[src/rtl/i2c_seq_engine_if.sv]
`default_nettype none
// ============================================================================
// Module  : i2c_seq_engine_if
// Brief   : Single-outstanding register request/ack bus toward the AXI-lite master.
// Rev     : 1.0
// ============================================================================
interface i2c_seq_engine_if #(
   parameter int AXI_ADDR_WIDTH = 32,
   parameter int AXI_DATA_WIDTH = 32
);
   logic                      seq_axi_wr_req;
   logic                      seq_axi_rd_req;
   logic [AXI_ADDR_WIDTH-1:0] seq_axi_addr;
   logic [AXI_DATA_WIDTH-1:0] seq_axi_wdata;
   logic                      seq_axi_ack;
   logic [AXI_DATA_WIDTH-1:0] seq_axi_rdata;

   modport master (
      output seq_axi_wr_req, seq_axi_rd_req, seq_axi_addr, seq_axi_wdata,
      input  seq_axi_ack, seq_axi_rdata
   );

   modport slave (
      input  seq_axi_wr_req, seq_axi_rd_req, seq_axi_addr, seq_axi_wdata,
      output seq_axi_ack, seq_axi_rdata
   );
endinterface
`default_nettype wire

[src/rtl/i2c_seq_engine.sv]
`default_nettype none
// ============================================================================
// Module  : i2c_seq_engine
// Brief   : ROM-driven I2C write/read sequencer for the AXI I2C IP.
// Rev     : 1.0
// ============================================================================
module i2c_seq_engine #(
   parameter int AXI_ADDR_WIDTH = 32,
   parameter int AXI_DATA_WIDTH = 32,
   parameter int CMD_ADDR_WIDTH = 10,
   parameter int DELAY_CYCLES   = 4096,
   parameter int POLL_LIMIT     = 65535
) (
   input  wire logic                      aclk,
   input  wire logic                      areset,
   input  wire logic                      start_pulse,
   input  wire logic [CMD_ADDR_WIDTH-1:0] start_addr,
   output logic      [CMD_ADDR_WIDTH-1:0] cmd_addr,
   input  wire logic [15:0]               cmd_data,
   i2c_seq_engine_if.master               axi,
   output logic                           rd_valid,
   output logic      [7:0]                rd_data,
   output logic                           busy,
   output logic                           done,
   output logic                           error,
   output logic      [1:0]                err_code,
   output logic      [7:0]                xfer_count
);

   localparam int c_POLL_W = $clog2(POLL_LIMIT + 1);
   localparam int c_DLY_W  = $clog2(DELAY_CYCLES + 1);

   localparam logic [11:0] c_REG_ISR  = 12'h020;
   localparam logic [11:0] c_REG_CR   = 12'h100;
   localparam logic [11:0] c_REG_SR   = 12'h104;
   localparam logic [11:0] c_REG_TX   = 12'h108;
   localparam logic [11:0] c_REG_RX   = 12'h10C;
   localparam logic [11:0] c_REG_PIRQ = 12'h120;

   localparam logic [7:0] c_OP_DEVID  = 8'h01;
   localparam logic [7:0] c_OP_ADDR   = 8'h04;
   localparam logic [7:0] c_OP_WDATA  = 8'h08;
   localparam logic [7:0] c_OP_WLAST  = 8'h10;
   localparam logic [7:0] c_OP_READ   = 8'h20;
   localparam logic [7:0] c_OP_FINISH = 8'h80;

   typedef enum logic [4:0] {
      S_IDLE, S_FETCH, S_DECODE,
      S_ISR_RD, S_ISR_WR, S_PIRQ_WR, S_TX_DEV, S_TX_REG, S_CR_START,
      S_WPOLL, S_WTX, S_CPOLL_HI, S_CPOLL_LO, S_CR_STOP,
      S_RTX_DEV, S_RTX_CNT, S_CR_RD, S_RPOLL, S_RXRD,
      S_CR_ERR, S_DELAY, S_DONE, S_ERROR
   } state_t;

   state_t                    r_state, w_next, w_poll_exit;
   logic [CMD_ADDR_WIDTH-1:0] r_cmd_addr;
   logic [7:0]                r_devid, r_regaddr, r_byte, r_rcnt, r_rd_data, r_xfer;
   logic                      r_last, r_rd_valid;
   logic [c_POLL_W-1:0]       r_poll_cnt;
   logic [c_DLY_W-1:0]        r_dly;
   logic [1:0]                r_err_code, r_err_pend;
   logic                      r_wr_req, r_rd_req;
   logic [AXI_ADDR_WIDTH-1:0] r_addr;
   logic [AXI_DATA_WIDTH-1:0] r_wdata;

   logic                      w_go, w_adv, w_start, w_xfer_inc, w_poll_ok, w_poll_last;
   logic                      w_req_wr, w_req_rd;
   logic [11:0]               w_req_reg;
   logic [AXI_DATA_WIDTH-1:0] w_req_data;
   logic [7:0]                w_opcode, w_operand;
   logic                      w_ack;
   logic [AXI_DATA_WIDTH-1:0] w_rdata;

   assign w_opcode    = cmd_data[15:8];
   assign w_operand   = cmd_data[7:0];
   assign w_ack       = axi.seq_axi_ack;
   assign w_rdata     = axi.seq_axi_rdata;
   assign w_poll_last = (r_poll_cnt == c_POLL_W'(POLL_LIMIT - 1));

   // Success condition and exit target of whichever SR poll loop is active.
   always_comb begin
      w_poll_ok   = 1'b0;
      w_poll_exit = S_IDLE;
      case (r_state)
         S_WPOLL:    begin w_poll_ok = ~w_rdata[4]; w_poll_exit = S_WTX;      end
         S_CPOLL_HI: begin w_poll_ok =  w_rdata[2]; w_poll_exit = S_CPOLL_LO; end
         S_CPOLL_LO: begin w_poll_ok = ~w_rdata[2]; w_poll_exit = S_CR_STOP;  end
         S_RPOLL:    begin w_poll_ok = ~w_rdata[6]; w_poll_exit = S_RXRD;     end
         default:    ;
      endcase
   end

   // w_go marks every state entry, including re-entry of a poll state.
   always_comb begin
      w_next     = r_state;
      w_go       = 1'b0;
      w_adv      = 1'b0;
      w_start    = 1'b0;
      w_xfer_inc = 1'b0;
      case (r_state)
         S_IDLE, S_DONE, S_ERROR:
            if (start_pulse) begin w_next = S_FETCH; w_go = 1'b1; w_start = 1'b1; end
         S_FETCH: begin w_next = S_DECODE; w_go = 1'b1; end
         S_DECODE: begin
            w_go = 1'b1;
            case (w_opcode)
               c_OP_DEVID:             begin w_next = S_FETCH; w_adv = 1'b1; end
               c_OP_ADDR:              w_next = S_ISR_RD;
               c_OP_WDATA, c_OP_WLAST: w_next = S_WPOLL;
               c_OP_READ:              w_next = S_RTX_DEV;
               c_OP_FINISH:            w_next = S_DONE;
               default:                w_next = S_ERROR;
            endcase
         end
         S_ISR_RD:  if (w_ack) begin w_next = S_ISR_WR;  w_go = 1'b1; end
         S_ISR_WR:  if (w_ack) begin w_next = S_PIRQ_WR; w_go = 1'b1; end
         S_PIRQ_WR: if (w_ack) begin w_next = S_TX_DEV;  w_go = 1'b1; end
         S_TX_DEV:  if (w_ack) begin w_next = S_TX_REG;  w_go = 1'b1; end
         S_TX_REG:  if (w_ack) begin w_next = S_CR_START; w_go = 1'b1; end
         S_CR_START: if (w_ack) begin w_next = S_FETCH; w_go = 1'b1; w_adv = 1'b1; end
         S_WPOLL, S_CPOLL_HI, S_CPOLL_LO, S_RPOLL:
            if (w_ack) begin
               w_go = 1'b1;
               if (w_poll_ok)        w_next = w_poll_exit;
               else if (w_poll_last) w_next = S_CR_ERR;
               else                  w_next = r_state;
            end
         S_WTX:
            if (w_ack) begin
               w_go = 1'b1;
               if (r_last) w_next = S_CPOLL_HI;
               else begin w_next = S_FETCH; w_adv = 1'b1; end
            end
         S_CR_STOP: if (w_ack) begin w_next = S_DELAY; w_go = 1'b1; w_xfer_inc = 1'b1; end
         S_RTX_DEV: if (w_ack) begin w_next = S_RTX_CNT; w_go = 1'b1; end
         S_RTX_CNT: if (w_ack) begin w_next = S_CR_RD;   w_go = 1'b1; end
         S_CR_RD:   if (w_ack) begin w_next = S_RPOLL;   w_go = 1'b1; end
         S_RXRD:
            if (w_ack) begin
               w_go   = 1'b1;
               w_next = (r_rcnt == 8'd1) ? S_CR_STOP : S_RPOLL;
            end
         S_CR_ERR: if (w_ack) begin w_next = S_ERROR; w_go = 1'b1; end
         S_DELAY:
            if (r_dly == '0) begin w_next = S_FETCH; w_go = 1'b1; w_adv = 1'b1; end
         default: begin w_next = S_IDLE; w_go = 1'b1; end
      endcase
   end

   // Register access launched on entry to the next state.
   always_comb begin
      w_req_wr   = 1'b0;
      w_req_rd   = 1'b0;
      w_req_reg  = 12'h000;
      w_req_data = '0;
      case (w_next)
         S_ISR_RD:  begin w_req_rd = 1'b1; w_req_reg = c_REG_ISR; end
         S_ISR_WR:  begin w_req_wr = 1'b1; w_req_reg = c_REG_ISR; w_req_data = w_rdata; end
         S_PIRQ_WR: begin w_req_wr = 1'b1; w_req_reg = c_REG_PIRQ; end
         S_TX_DEV:  begin w_req_wr = 1'b1; w_req_reg = c_REG_TX;
                          w_req_data = AXI_DATA_WIDTH'({2'b01, r_devid}); end
         S_TX_REG:  begin w_req_wr = 1'b1; w_req_reg = c_REG_TX;
                          w_req_data = AXI_DATA_WIDTH'(r_regaddr); end
         S_CR_START: begin w_req_wr = 1'b1; w_req_reg = c_REG_CR;
                          w_req_data = AXI_DATA_WIDTH'(8'h05); end
         S_WTX:     begin w_req_wr = 1'b1; w_req_reg = c_REG_TX;
                          w_req_data = AXI_DATA_WIDTH'({r_last, 1'b0, r_byte}); end
         S_WPOLL, S_CPOLL_HI, S_CPOLL_LO, S_RPOLL:
                    begin w_req_rd = 1'b1; w_req_reg = c_REG_SR; end
         S_CR_STOP, S_CR_ERR:
                    begin w_req_wr = 1'b1; w_req_reg = c_REG_CR;
                          w_req_data = AXI_DATA_WIDTH'(8'h01); end
         S_RTX_DEV: begin w_req_wr = 1'b1; w_req_reg = c_REG_TX;
                          w_req_data = AXI_DATA_WIDTH'({2'b01, r_devid | 8'h01}); end
         S_RTX_CNT: begin w_req_wr = 1'b1; w_req_reg = c_REG_TX;
                          w_req_data = AXI_DATA_WIDTH'({2'b10, r_rcnt}); end
         S_CR_RD:   begin w_req_wr = 1'b1; w_req_reg = c_REG_CR;
                          w_req_data = AXI_DATA_WIDTH'(8'h0D); end
         S_RXRD:    begin w_req_rd = 1'b1; w_req_reg = c_REG_RX; end
         default:   ;
      endcase
   end

   always_ff @(posedge aclk or posedge areset) begin
      if (areset) begin
         r_state    <= S_IDLE;
         r_cmd_addr <= '0;
         r_devid    <= '0;
         r_regaddr  <= '0;
         r_byte     <= '0;
         r_last     <= 1'b0;
         r_rcnt     <= '0;
         r_rd_valid <= 1'b0;
         r_rd_data  <= '0;
         r_xfer     <= '0;
         r_poll_cnt <= '0;
         r_dly      <= '0;
         r_err_code <= '0;
         r_err_pend <= '0;
         r_wr_req   <= 1'b0;
         r_rd_req   <= 1'b0;
         r_addr     <= '0;
         r_wdata    <= '0;
      end else begin
         r_state  <= w_next;
         r_wr_req <= w_go & w_req_wr;
         r_rd_req <= w_go & w_req_rd;
         if (w_go && (w_req_wr || w_req_rd)) begin
            r_addr  <= AXI_ADDR_WIDTH'(w_req_reg);
            r_wdata <= w_req_data;
         end

         r_rd_valid <= (r_state == S_RXRD) && w_ack;
         if (r_state == S_RXRD && w_ack) begin
            r_rd_data <= w_rdata[7:0];
            r_rcnt    <= r_rcnt - 8'd1;
         end

         if (w_start)     r_cmd_addr <= start_addr;
         else if (w_adv)  r_cmd_addr <= r_cmd_addr + CMD_ADDR_WIDTH'(1);
         if (w_xfer_inc)  r_xfer <= r_xfer + 8'd1;

         // Poll counter restarts whenever a different state is entered.
         if (w_go) r_poll_cnt <= (w_next == r_state) ? r_poll_cnt + c_POLL_W'(1) : '0;

         if (w_go && w_next == S_DELAY)        r_dly <= c_DLY_W'(DELAY_CYCLES - 1);
         else if (r_state == S_DELAY && r_dly != '0) r_dly <= r_dly - c_DLY_W'(1);

         if (r_state == S_DECODE) begin
            case (w_opcode)
               c_OP_DEVID: r_devid   <= w_operand;
               c_OP_ADDR:  r_regaddr <= w_operand;
               c_OP_WDATA: begin r_byte <= w_operand; r_last <= 1'b0; end
               c_OP_WLAST: begin r_byte <= w_operand; r_last <= 1'b1; end
               c_OP_READ:  r_rcnt <= (w_operand == 8'd0) ? 8'd1 : w_operand;
               default:    ;
            endcase
         end

         if (w_go && w_next == S_CR_ERR) r_err_pend <= (r_state == S_RPOLL) ? 2'd3 : 2'd2;
         if (w_start)                                        r_err_code <= 2'd0;
         else if (r_state == S_DECODE && w_next == S_ERROR)  r_err_code <= 2'd1;
         else if (r_state == S_CR_ERR && w_next == S_ERROR)  r_err_code <= r_err_pend;
      end
   end

   assign axi.seq_axi_wr_req = r_wr_req;
   assign axi.seq_axi_rd_req = r_rd_req;
   assign axi.seq_axi_addr   = r_addr;
   assign axi.seq_axi_wdata  = r_wdata;
   assign cmd_addr   = r_cmd_addr;
   assign rd_valid   = r_rd_valid;
   assign rd_data    = r_rd_data;
   assign busy       = (r_state != S_IDLE) && (r_state != S_DONE) && (r_state != S_ERROR);
   assign done       = (r_state == S_DONE);
   assign error      = (r_state == S_ERROR);
   assign err_code   = r_err_code;
   assign xfer_count = r_xfer;

endmodule
`default_nettype wire
[src/flat_wrapper.sv]
// flat-port wrapper written by rule: the top's interface ports become plain ports
module i2c_seq_engine_flat 
#(
   parameter int AXI_ADDR_WIDTH = 32,
   parameter int AXI_DATA_WIDTH = 32,
   parameter int CMD_ADDR_WIDTH = 10,
   parameter int DELAY_CYCLES   = 4096,
   parameter int POLL_LIMIT     = 65535
)
  (aclk, areset, start_pulse, start_addr, cmd_addr, cmd_data, rd_valid, rd_data, busy, done, error, err_code, xfer_count, axi_seq_axi_wr_req, axi_seq_axi_rd_req, axi_seq_axi_addr, axi_seq_axi_wdata, axi_seq_axi_ack, axi_seq_axi_rdata);
  i2c_seq_engine_if #(.AXI_ADDR_WIDTH(AXI_ADDR_WIDTH), .AXI_DATA_WIDTH(AXI_DATA_WIDTH)) axi_i ();
  input  wire logic aclk;
  input  wire logic areset;
  input  wire logic start_pulse;
  input  wire logic [CMD_ADDR_WIDTH-1:0] start_addr;
  output logic      [CMD_ADDR_WIDTH-1:0] cmd_addr;
  input  wire logic [15:0] cmd_data;
  output logic rd_valid;
  output logic      [7:0] rd_data;
  output logic busy;
  output logic done;
  output logic error;
  output logic      [1:0] err_code;
  output logic      [7:0] xfer_count;
  output wire logic [$bits(axi_i.seq_axi_wr_req)-1:0] axi_seq_axi_wr_req;
  output wire logic [$bits(axi_i.seq_axi_rd_req)-1:0] axi_seq_axi_rd_req;
  output wire logic [$bits(axi_i.seq_axi_addr)-1:0] axi_seq_axi_addr;
  output wire logic [$bits(axi_i.seq_axi_wdata)-1:0] axi_seq_axi_wdata;
  input wire logic [$bits(axi_i.seq_axi_ack)-1:0] axi_seq_axi_ack;
  input wire logic [$bits(axi_i.seq_axi_rdata)-1:0] axi_seq_axi_rdata;
  assign axi_seq_axi_wr_req = axi_i.seq_axi_wr_req;
  assign axi_seq_axi_rd_req = axi_i.seq_axi_rd_req;
  assign axi_seq_axi_addr = axi_i.seq_axi_addr;
  assign axi_seq_axi_wdata = axi_i.seq_axi_wdata;
  assign axi_i.seq_axi_ack = axi_seq_axi_ack;
  assign axi_i.seq_axi_rdata = axi_seq_axi_rdata;
  i2c_seq_engine #(.AXI_ADDR_WIDTH(AXI_ADDR_WIDTH), .AXI_DATA_WIDTH(AXI_DATA_WIDTH), .CMD_ADDR_WIDTH(CMD_ADDR_WIDTH), .DELAY_CYCLES(DELAY_CYCLES), .POLL_LIMIT(POLL_LIMIT)) u_core (.aclk(aclk), .areset(areset), .start_pulse(start_pulse), .start_addr(start_addr), .cmd_addr(cmd_addr), .cmd_data(cmd_data), .axi(axi_i), .rd_valid(rd_valid), .rd_data(rd_data), .busy(busy), .done(done), .error(error), .err_code(err_code), .xfer_count(xfer_count));
endmodule
[config.mk]
export PLATFORM = sky130hd
export DESIGN_NAME = i2c_seq_engine_flat
export DESIGN_NICKNAME = d
export VERILOG_FILES = /design/src/rtl/i2c_seq_engine_if.sv /design/src/rtl/i2c_seq_engine.sv /design/src/flat_wrapper.sv
export SDC_FILE = /design/constraint.sdc
export NUM_CORES = 1
export LEC_CHECK = 0
export ABC_AREA = 1
export CORE_ASPECT_RATIO = 1.2
export CORE_UTILIZATION = 45
export CTS_CLUSTER_DIAMETER = 100
export DETAILED_ROUTE_END_ITERATION = 12
export GPL_ROUTABILITY_DRIVEN = 0
export PLACE_DENSITY = 0.74
export SLEW_MARGIN = 30
export SYNTH_ARGS = -nofsm -noshare
export SYNTH_HDL_FRONTEND = slang
export SYNTH_SLANG_ARGS = --single-unit
[constraint.sdc]
create_clock -name aclk -period 3.9 [get_ports aclk]
set_clock_uncertainty 0.2 [all_clocks]
set_input_delay 0.39 -clock aclk [delete_from_list [all_inputs] [get_ports aclk]]
set_output_delay 0.39 -clock aclk [all_outputs]
set_load 0.05 [all_outputs]
==> metrics list <==
- The flow ran to the end, and the final reports show no timing, DRC or antenna violations.
* Leading cell types by total area after synthesis: sky130_fd_sc_hd__dfrtp_1, sky130_fd_sc_hd__nand2_1, sky130_fd_sc_hd__nor2_1
* Area leader, netlist: sky130_fd_sc_hd__dfrtp_1
- In the final routed layout, each cell accounts on average for 14.2 µm.
- CTS clk-pin slew, worst paths: 60 ps
* Start of the worst register-to-register path: u_core.r_state[1]$_DFF_PP0_
* Yosys cell types: 46
- Post-route antenna net violation count: 0
* Cell Area, Synth: 8080 µm²
- STA classifies the critical path startpoint as a register.
- Chip width: 124 µm
- The die covers 18,500 µm².
- Register area: 3400 µm²
- Across the VDD grid, the largest voltage drop is 784 µV.
- Fill cells in the final layout number 1,624.
* Most frequent cell after synthesis: sky130_fd_sc_hd__nand2_1
- Timing-limited maximum frequency: 0.304 GHz
- Entering global routing, the biggest net connects 67 pins.
- STA classifies the critical path endpoint as a register.
- Sequential area share after synthesis: 0.421
* Instance count of the mapped netlist: 1,110
- TritonCTS clock tree: done
* Count of endpoints failing setup in the final report: 0
- The first global-routing pass estimated 34.3 mm of wire.
* Cell count of the worst reg-to-reg path: 15
- CTS Root Buffer Type: sky130_fd_sc_hd__clkbuf_16
- The core region is 17,600 µm².
* GRT Util Overall: 0.230
- The min-delay analysis places its worst path in the category in -> async.
- Cell type group with the largest total delay on the critical path: simple AND/OR/NAND/NOR gates
- The routed layout has 7,628 vias.
- Number of flops mapped to enable cells by yosys: 0
- Max Cap Violations: 0
- Buffers placed on the I/O ports in this run total 131.
- In the routed layout, each cell is associated on average with a via count of 5.15.
- Relative to the synthesized area, the layout overhead comes to 25.9%.
- At the end of the flow, the number of nets in the layout was 1,317.
* DP Wirelength: 15.4 mm
- In this run, CTS created clock tree buffers numbering 17.
* Worst-Margin Slew: 561 ps
- Grt ovf: 0
* Number of synthesized register bits: 136
- Post-CTS setup repair buffer count: 0
* DRC: 0
- Via count of the first global-routing pass: 7,109
* Series of cell instances along the critical path: nor2_2 -> nand2_1 -> nor2_2 -> nand2_2 -> nand2_1 -> inv_1 -> a21oi_1 -> nor2_1 -> nand2_2 -> nand2_1 -> nor2_2 -> a21boi_0 -> nand4_1 -> nand3_1 -> nand2_1
* Top cell type's share of synthesized area: 0.421
- Critical path arrival: 3460 ps
* Mapped Avg Cell Area: 7.28 µm²
- For the worst setup path, the data required time is 4070 ps.
- Power spread over the standard cell area amounts to 759 nW/µm².
- Clock latency at the later pin of the worst-skew pair: 430 ps
* Setup slack of the worst register-to-register path: 610 ps
* CTS resizes: 0
- Drt initial violations: 482
- For this configuration, the core starts out at a cell density of 0.460.
* Row count: 53
- The endpoint identified for the worst register-to-register timing path is u_core.axi.seq_axi_wdata[6]$_DFFE_PP0P_.
* Path type of the worst setup path: reg -> reg
- Leading register cell type out of synthesis: sky130_fd_sc_hd__dfrtp_1
* Slowest CP cell: sky130_fd_sc_hd__dfrtp_1
- Most used cell, CP: sky130_fd_sc_hd__nand2_1
- Unrepaired setup endpoints after global routing: no
* Crit-path max cell delay: 520 ps
- The H-tree was split into 4 levels.
- In the final layout, the multi-input gates occupy 3950 µm².
- Max_slew headroom: 0.625
* Number of buffers on the longest clock path: 2
* Clk sink count: 136
* Count of pins on the block boundary: 160
- The worst path needs 3290 ps of the cycle, external delays included.
* Total buffers and inverters traversed by the critical path: 1
- Total negative setup slack: 0 ps
* Routed wire length: 21.0 mm
- Pre-antenna DRT Iters: 5
- Dividing the final minimum period by the clock period gives 0.843.
- After synthesis, the share of flip-flops with an asynchronous set or reset is 1.00.
* Critical path peak fanout: 10
- In the final layout, the share of cells above drive strength 1 is 0.0777.
- Vertical die dimension: 149 µm
* Leakage: 4.99 nW
- Antenna violations before repair: 0
- Final Power: 7.71 mW
- Utilization after layout: 0.579
- Most used standard cells in the synthesized netlist: sky130_fd_sc_hd__nand2_1, sky130_fd_sc_hd__dfrtp_1, sky130_fd_sc_hd__nor2_1, sky130_fd_sc_hd__inv_1, sky130_fd_sc_hd__nand3_1
- Hold repair after CTS inserted 0 buffers.
- Total number of yosys warnings: 0
- Slew Viols, Final: 0
- Number of failing hold endpoints at the final stage: 0
- The number of antenna diodes in the final layout is 0.
-- sequential cells by signal, indices dropped and copies added (netlist names) --
| register | cells |
|---|---|
| u_core.axi.seq_axi_wdata | 32 |
| u_core.r_poll_cnt | 16 |
| u_core.r_dly | 13 |
| u_core.cmd_addr | 10 |
| u_core.r_byte | 8 |
| u_core.r_devid | 8 |
| u_core.r_rcnt | 8 |
| u_core.r_regaddr | 8 |
| u_core.rd_data | 8 |
| u_core.xfer_count | 8 |
| u_core.r_state | 5 |
| u_core.axi.seq_axi_addr | 4 |
| u_core.err_code | 2 |
| u_core.r_err_pend | 2 |
| u_core.axi.seq_axi_rd_req | 1 |
| u_core.axi.seq_axi_wr_req | 1 |
| u_core.r_last | 1 |
| u_core.rd_valid | 1 |
-- cells by family after synthesis --
kind of cell	after synthesis	share of synthesized area
AO/OA/AOI/OAI	122	0.0863
XOR/XNOR	26	0.0282
adder cells (fa/ha/maj)	7	0.0108
buffers and inverters	182	0.104
flip-flops	136	0.421
multiplexers	1	0.00139
other	1	0.000464
AND/OR/NAND/NOR	635	0.348
-- placed cells by master, fill, tap and decap left out, types with 5 or more instances in the layout --
master / instances
sky130_fd_sc_hd__a31oi_1: 9
sky130_fd_sc_hd__buf_4: 14
sky130_fd_sc_hd__dfrtp_1: 136
sky130_fd_sc_hd__nor2_2: 13
sky130_fd_sc_hd__nand2_2: 7
sky130_fd_sc_hd__nor3_1: 9
sky130_fd_sc_hd__inv_1: 112
sky130_fd_sc_hd__xor2_1: 20
sky130_fd_sc_hd__ha_1: 7
sky130_fd_sc_hd__o211ai_1: 9
sky130_fd_sc_hd__clkbuf_16: 17
sky130_fd_sc_hd__clkinvlp_4: 7
sky130_fd_sc_hd__clkdlybuf4s50_1: 131
sky130_fd_sc_hd__conb_1: 28
sky130_fd_sc_hd__nand2_1: 341
sky130_fd_sc_hd__o31ai_1: 5
sky130_fd_sc_hd__o21ai_0: 77
sky130_fd_sc_hd__xnor2_1: 6
sky130_fd_sc_hd__nand3b_1: 26
sky130_fd_sc_hd__a21oi_1: 8
sky130_fd_sc_hd__nand4_1: 16
sky130_fd_sc_hd__nand3_1: 83
sky130_fd_sc_hd__inv_2: 9
sky130_fd_sc_hd__nor2_1: 115
-- where the power goes --
group          internal (mW)  switching, mW  total, mW
Clock                  0.901          0.652       1.55
Sequential              1.68          0.233       1.91
Combinational           1.26           2.99       4.25
-- worst max path at each step --
stage | startpoint | end | slack [ps] | depth (start not counted)
6_report | u_core.r_state[1]$_DFF_PP0_ | u_core.axi.seq_axi_wdata[6]$_DFFE_PP0P_ | 610 | 15
5_1_grt | u_core.r_state[1]$_DFF_PP0_ | u_core.axi.seq_axi_wdata[4]$_DFFE_PP0P_ | 320 | 17
4_1_cts | u_core.r_state[1]$_DFF_PP0_ | u_core.axi.seq_axi_wdata[6]$_DFFE_PP0P_ | 690 | 15
3_5_place_dp | cmd_data[8] | u_core.axi.seq_axi_wdata[0]$_DFFE_PP0P_ | 480 | 18
3_3_place_gp | cmd_data[8] | u_core.axi.seq_axi_wdata[0]$_DFFE_PP0P_ | 570 | 18
2_1_floorplan | u_core.r_state[3]$_DFF_PP0_ | u_core.r_poll_cnt[15]$_DFFE_PP0P_ | 1110 | 16
-- per-stage QoR --
step           std cells  hold WS, ps  cell area [µm²]  setup WS, ps
3_3_place_gp        1448          246             9580           574
3_5_place_dp        1448          254             9580           483
4_1_cts             1480          269            10100           689
5_1_grt             1481          161            10200           317
2_1_floorplan       1137          229             8190          1110
6_report            1481          128            10200           612
-- layout make-up --
class / count / area share
Multi-Input combinational cell: 819 / 0.388
Sequential cell: 136 / 0.335
Timing Repair Buffer: 149 / 0.148
Inverter: 125 / 0.0465
Clock buffer: 20 / 0.0439
Tap cell: 220 / 0.0271
Clock inverter: 12 / 0.0116
-- worst reg2reg max path, cell delays in order, from the launching register on --
cell and delay (ps):
sky130_fd_sc_hd__dfrtp_1 520, sky130_fd_sc_hd__nor2_2 340, sky130_fd_sc_hd__nand2_1 130, sky130_fd_sc_hd__nor2_2 160, sky130_fd_sc_hd__nand2_2 160, sky130_fd_sc_hd__nand2_1 150
sky130_fd_sc_hd__inv_1 50, sky130_fd_sc_hd__a21oi_1 160, sky130_fd_sc_hd__nor2_1 110, sky130_fd_sc_hd__nand2_2 160, sky130_fd_sc_hd__nand2_1 140, sky130_fd_sc_hd__nor2_2 390
sky130_fd_sc_hd__a21boi_0 200, sky130_fd_sc_hd__nand4_1 160, sky130_fd_sc_hd__nand3_1 90, sky130_fd_sc_hd__nand2_1 90
-- routing by layer --
metal  global-route usage  vias to the layer above  routed length [µm]
met3               0.0362                       47                1320
met5                    0                        -                   0
met2                0.387                      312               10200
met1                0.292                     3487                8820
li1                     -                     3782                   -
met4                0.104                        0                 593
Note: power is estimated with default switching activity, not from simulation.
